## config.mk

```make
export PLATFORM = sky130hd
export DESIGN_NAME = serial_tx
export DESIGN_NICKNAME = d
export VERILOG_FILES = /design/src/rtl/serial_tx.sv
export SDC_FILE = /design/constraint.sdc
export NUM_CORES = 1
export LEC_CHECK = 0
export CAP_MARGIN = 5
export CORE_MARGIN = 8
export CORE_UTILIZATION = 43
export DETAILED_ROUTE_END_ITERATION = 7
export PLACE_DENSITY = 0.73
export RECOVER_POWER = 25
export SLEW_MARGIN = 10
export SYNTH_ARGS = -nofsm -noshare
export SYNTH_HDL_FRONTEND = slang
export SYNTH_SLANG_ARGS = --single-unit
```

## constraint.sdc

```tcl
create_clock -name clk -period 1.2 [get_ports clk]
set_input_delay 0.24 -clock clk [delete_from_list [all_inputs] [get_ports clk]]
set_output_delay 0.24 -clock clk [all_outputs]
set_load 0.02 [all_outputs]
```

## src/rtl/serial_tx.sv

```systemverilog
// Parallel-in/serial-out transmitter: one DATA_W-bit word per valid/ready handshake,
// shifted out one bit per clk. Optional even-parity bit via SERIAL_TX_PARITY_EN.
module serial_tx #(
    parameter int DATA_W    = 8,
    parameter int LSB_FIRST = 1
) (
    input  logic              clk,
    input  logic              reset,
    input  logic              in_valid_i,
    input  logic [DATA_W-1:0] in_data_i,
    output logic              in_ready_o,
    output logic              ser_o,
    output logic              ser_valid_o,
    output logic              ser_last_o,
    output logic              busy_o
);
    localparam int CW = $clog2(DATA_W);
    localparam logic [CW-1:0] CNT_MAX = CW'(DATA_W - 1);

`ifdef SERIAL_TX_PARITY_EN
    typedef enum logic [1:0] {IDLE, SHIFT, PARITY} state_t;
`else
    typedef enum logic [0:0] {IDLE, SHIFT} state_t;
`endif

    state_t            state, state_n;
    logic [DATA_W-1:0] sh, sh_n;
    logic [CW-1:0]     cnt, cnt_n;
    logic              ser_q, ser_n;
    logic              valid_q, valid_n;
    logic              last_q, last_n;
    logic              ready_q, ready_n;
    logic              frame_end;
    logic              accept;
`ifdef SERIAL_TX_PARITY_EN
    logic              par, par_n;
`endif

    assign accept = in_valid_i & ready_q;

    // Bit currently on the wire sits at a fixed end of the shift register.
    function automatic logic head(input logic [DATA_W-1:0] w);
        return (LSB_FIRST != 0) ? w[0] : w[DATA_W-1];
    endfunction

    function automatic logic [DATA_W-1:0] adv(input logic [DATA_W-1:0] w);
        return (LSB_FIRST != 0) ? (w >> 1) : (w << 1);
    endfunction

    always_comb begin
        state_n   = state;
        sh_n      = sh;
        cnt_n     = cnt;
        ser_n     = 1'b0;
        valid_n   = 1'b0;
        last_n    = 1'b0;
        ready_n   = 1'b0;
        frame_end = 1'b0;
`ifdef SERIAL_TX_PARITY_EN
        par_n     = par;
`endif
        case (state)
            IDLE: frame_end = 1'b1;
            SHIFT: begin
                if (cnt != CNT_MAX) begin
                    sh_n    = adv(sh);
                    cnt_n   = cnt + CW'(1);
                    ser_n   = head(sh_n);
                    valid_n = 1'b1;
`ifdef SERIAL_TX_PARITY_EN
                    last_n  = 1'b0;
`else
                    last_n  = (cnt_n == CNT_MAX);
`endif
                    ready_n = last_n;
                end else begin
`ifdef SERIAL_TX_PARITY_EN
                    state_n = PARITY;
                    ser_n   = par;
                    valid_n = 1'b1;
                    last_n  = 1'b1;
                    ready_n = 1'b1;
`else
                    frame_end = 1'b1;
`endif
                end
            end
`ifdef SERIAL_TX_PARITY_EN
            PARITY: frame_end = 1'b1;
`endif
            default: state_n = IDLE;
        endcase

        // Last frame cycle (or idle): chain the next word with no gap, else go idle.
        if (frame_end) begin
            if (accept) begin
                state_n = SHIFT;
                sh_n    = in_data_i;
                cnt_n   = '0;
                ser_n   = head(in_data_i);
                valid_n = 1'b1;
                last_n  = 1'b0;
                ready_n = 1'b0;
`ifdef SERIAL_TX_PARITY_EN
                par_n   = ^in_data_i;
`endif
            end else begin
                state_n = IDLE;
                ready_n = 1'b1;
            end
        end
    end

    always_ff @(posedge clk or negedge reset) begin
        if (!reset) begin
            state   <= IDLE;
            sh      <= '0;
            cnt     <= '0;
            ser_q   <= 1'b0;
            valid_q <= 1'b0;
            last_q  <= 1'b0;
            ready_q <= 1'b0;
`ifdef SERIAL_TX_PARITY_EN
            par     <= 1'b0;
`endif
        end else begin
            state   <= state_n;
            sh      <= sh_n;
            cnt     <= cnt_n;
            ser_q   <= ser_n;
            valid_q <= valid_n;
            last_q  <= last_n;
            ready_q <= ready_n;
`ifdef SERIAL_TX_PARITY_EN
            par     <= par_n;
`endif
        end
    end

    assign in_ready_o  = ready_q;
    assign ser_o       = ser_q;
    assign ser_valid_o = valid_q;
    assign ser_last_o  = last_q;
    assign busy_o      = valid_q;

endmodule

```

==> impl_summary.md <==
Run status
The run finished, with violations left. The checks that failed: negative setup slack.

STA
The relative max-transition margin is 45.85%. Setup violations remaining at the end of the flow were counted as 1. The tightest hold margin is 0.4823 ns. For the finished layout, the period the worst path requires is 1.238 ns. For the pin with the worst max-slew slack, the measured transition is 0.8123 ns. The clock skew after layout is 0.007541 ns. Once routing completed, OpenROAD measured the worst setup slack at -0.03796 ns.

The number of hold violations in the final report came to 0. The timing-limited maximum frequency is 807.8 MHz. Setup repair after global routing could not meet its margin everywhere. The ratio of final minimum period to clock period is 103.2%. The final count of pins violating max slew is 0.

Global route
The layer flagged by global routing as most heavily used is met2. The via count of the first global-routing pass is 558. For this run, global-route usage on met2 was measured as 13.64%.

The sum of overflow across all layers after global routing is 0. The pin count of the biggest net entering global routing is 16. The initial antenna violation count is 0. The first global-routing pass estimated 2435 um of wire.

For met3 alone, demand over resource in global routing was 2.921%. The met1 layer usage reported by global route is 11.30%. The global-route total usage across every layer is 9.017%.

Clock tree
The clock tree from TritonCTS is built. The number of CTS-inserted buffers is 3. The clock net in this run drives a total of 15 sinks. The later pin in the worst-skew pair is clocked with a latency of 0.28 ns. The number of hold buffers added after CTS was 0.

The maximum clock insertion buffer count is 2. The number of H-tree branching levels is 1. The buffer type at the clock tree root is sky130_fd_sc_hd__clkbuf_4.

Clock-pin slew was measured on the worst setup and hold paths at 0.09 ns.

Synthesis
Synthesis produced a netlist with a net count of 79. Synthesis instantiated 19 different standard cells from the library. In the synthesized netlist the dominant register cell turns out to be sky130_fd_sc_hd__dfrtp_1.

The synthesized netlist devotes 0% of its cell area to XOR and XNOR gates. The cell count after synthesis came out at 64. The dominant cell type by area after synthesis is sky130_fd_sc_hd__dfrtp_1. Counting instances in the post-synthesis netlist gives the leading cell types as 15 x sky130_fd_sc_hd__dfrtp_1, 12 x sky130_fd_sc_hd__nand2_1, 8 x sky130_fd_sc_hd__o21ai_0, 6 x sky130_fd_sc_hd__mux2i_1, 4 x sky130_fd_sc_hd__ha_1. The sequential cell area fraction in the yosys report is 52.54%. The number of enable-type register cells in the synthesized netlist is 0.

The synthesized netlist devotes 12.08% of its cell area to simple gates. Ranked by total cell area, the synthesized netlist is headed by sky130_fd_sc_hd__dfrtp_1 53%, sky130_fd_sc_hd__mux2i_1 8.4%, sky130_fd_sc_hd__ha_1 7.0%. The library cell with the highest instance count after synthesis is sky130_fd_sc_hd__dfrtp_1. The cell area that synthesis handed to floorplanning was 714.4 sq um. The synthesized netlist devotes 7.005% of its cell area to adder and majority cells. The post-synthesis compound-gate area fraction is 13.84%. The fraction of post-synthesis cell area in the top cell type by area is 52.54%. During synthesis, Yosys emitted a total of 0 warnings.

The async set-or-reset flop fraction in the synthesized netlist is 100.0%. After synthesis, the largest family of logic cells by area is compound AO/OA/AOI/OAI gates. After synthesis the netlist holds a flip-flop and latch count of 15.

In this run the mean area of a mapped cell was 11.16 sq um. The mux contribution to synthesized area is 8.406%.

Setup path
STA classifies the critical path startpoint as a flip-flop. The depth of the most critical reg-to-reg path is 5. The kind of cell with the highest combined delay along the critical path is flip-flops. STA puts the critical path data arrival time at 1.41 ns. Among all stages on the critical path, the largest delay is contributed by sky130_fd_sc_hd__dfrtp_1. The peak per-stage delay on the critical path is 0.42 ns.

STA classifies the critical path endpoint as a flip-flop. In this run the register-to-register setup slack is -0.04 ns. Of all nets on the critical path, the largest fanout is 3.

The type of the worst setup path is reg2reg. The number of buffers and inverters on the critical path is 1. The signal on the critical path passes through ha_2 -> inv_2 -> ha_4 -> and3_4 -> a21o_1. The worst reg2reg path startpoint is cnt[1]$_DFF_PN0_. STA puts the critical path data required time at 1.37 ns.

The endpoint identified for the worst register-to-register timing path is in_ready_o$_DFF_PN0_.

Pwr
Power spread over the standard cell area amounts to 2388 nW/um^2. VDD sags by at most 1.524 mV. The analysis attributes to cell leakage a power of 0.4664 nW.

Place
After detailed placement, the total cell area comes to 919.6 sq um. The number of buffer cells added on primary ports is 15. The sum of net half-perimeters after detailed placement is 1027 um. Routability-driven placement finished with a final weighted congestion of 0.6980.

Floorplanning
The die outline width is 56.76 um. The floorplan step defined a die boundary enclosing 3222 sq um. The count of standard-cell rows is 14.

The top-level port count is 16. In this run the standard cell core region covers 1541 sq um. The effective utilization at floorplan is 46.35%. The die boundary height is 56.76 um.

Drt
The via count is 520. The first detailed-routing pass took 4 iterations. The final routed wirelength across all metal layers is 1346 um. In the routed design, unresolved DRC markers number 0.

The first routing iteration left 10 violations. In the final routed layout, each cell accounts on average for 13.07 um. The post-detailed-route count of antenna-violating nets is 0.

After detailed routing, the number of vias per cell comes to 5.049.

Final layout
From synthesis to final layout, the design area changed by 32.05%. The fraction of final layout cells sized beyond drive strength 1 is 24.14%. In the final design database the tool counted 103 nets. The antenna cell count is 0. The summed area of non-filler cells in the final layout is 943.4 sq um.

Run
The tool flagged a number of max-cap violations equal to 0.

Worst hold path
The class of the tightest hold or removal check is in2async.
==> timing repair <==
action,4_1_cts,5_1_grt
hold endpoints to repair,0,0
resized for setup,12,5
setup endpoints to repair,15,15
pin swaps,2,3
buffers inserted,0,0
==> worst reg2reg max path, stage by stage (launching register included) <==
cell	delay, ns
sky130_fd_sc_hd__dfrtp_1	0.42
sky130_fd_sc_hd__ha_2	0.19
sky130_fd_sc_hd__inv_2	0.06
sky130_fd_sc_hd__ha_4	0.18
sky130_fd_sc_hd__and3_4	0.14
sky130_fd_sc_hd__a21o_1	0.15
==> power breakdown <==
part           internal [W]  leakage [nW]  switching, W
combinational      0.000554         0.263      0.000581
sequential         0.000716         0.189      0.000119
clock              0.000129        0.0150      0.000155
==> per-layer routing <==
layer,share of wire [%],vias to the layer above,routed length [um]
li1,-,261,-
met5,0,-,0
met1,47,243,633
met3,6.7,2,90
met2,45,14,612
met4,0.67,0,9
==> layout make-up <==
cell class | count | area, sq um
timing repair buffer | 22 | 197.7
fill | 148 | 598.1
tap | 16 | 20.02
clock buffer | 4 | 26.28
sequential | 15 | 375.4
multi-input combinational | 43 | 312.8
inverter | 3 | 11.26
==> cell families after synthesis <==
| family | after synthesis |
|---|---|
| compound gates | 15 |
| simple gates | 18 |
| buf+inv | 6 |
| flops | 15 |
| mux | 6 |
| fa+ha+maj | 4 |
==> through the flow <==
| step | setup slack, ns | power, W | util [%] | TNS (ns) | std cells |
|---|---|---|---|---|---|
| finish | -0.03796 | 0.002253 | 61.20 | -0.03796 | 103 |
| CTS | -0.05143 | 0.002296 | 62.18 | -0.3569 | 103 |
| global placement | -0.1061 | 0.001969 | 59.66 | -0.7074 | 99 |
| detailed placement | -0.1702 | 0.002011 | 59.66 | -1.015 | 99 |
| floorplan | -0.01667 | 0.001560 | - | -0.01667 | 64 |
| global route | -0.08060 | 0.002443 | 61.20 | -0.2910 | 103 |
==> registers in the layout (all words and copies together) (netlist names) <==
signal      count
sh              7
in_ready_o      1
busy_o          1
cnt             3
state           1
ser_o           1
ser_last_o      1
==> placed cells by master (no fill, tap or decap), drive strengths merged, types with 2 or more instances in the layout <==
cell type / count
nand3: 3
a21oi: 2
mux2i: 6
inv: 3
ha: 4
nand2: 13
dfrtp: 15
clkdlybuf4s15: 2
buf: 6
clkbuf: 8
clkdlybuf4s50: 10
o21ai: 9
==> how the worst max path moves through the flow <==
stage / start / to / slack (ns) / cells past startpoint
3_5_place_dp: in_valid_i / sh[6]$_DFF_PN0_ / -0.17 / 4
2_1_floorplan: cnt[1]$_DFF_PN0_ / in_ready_o$_DFF_PN0_ / -0.02 / 5
5_1_grt: cnt[1]$_DFF_PN0_ / in_ready_o$_DFF_PN0_ / -0.08 / 5
3_3_place_gp: in_valid_i / sh[2]$_DFF_PN0_ / -0.11 / 4
4_1_cts: cnt[0]$_DFF_PN0_ / in_ready_o$_DFF_PN0_ / -0.05 / 5
6_report: cnt[1]$_DFF_PN0_ / in_ready_o$_DFF_PN0_ / -0.04 / 5
Note: power is estimated with default switching activity, not from simulation.
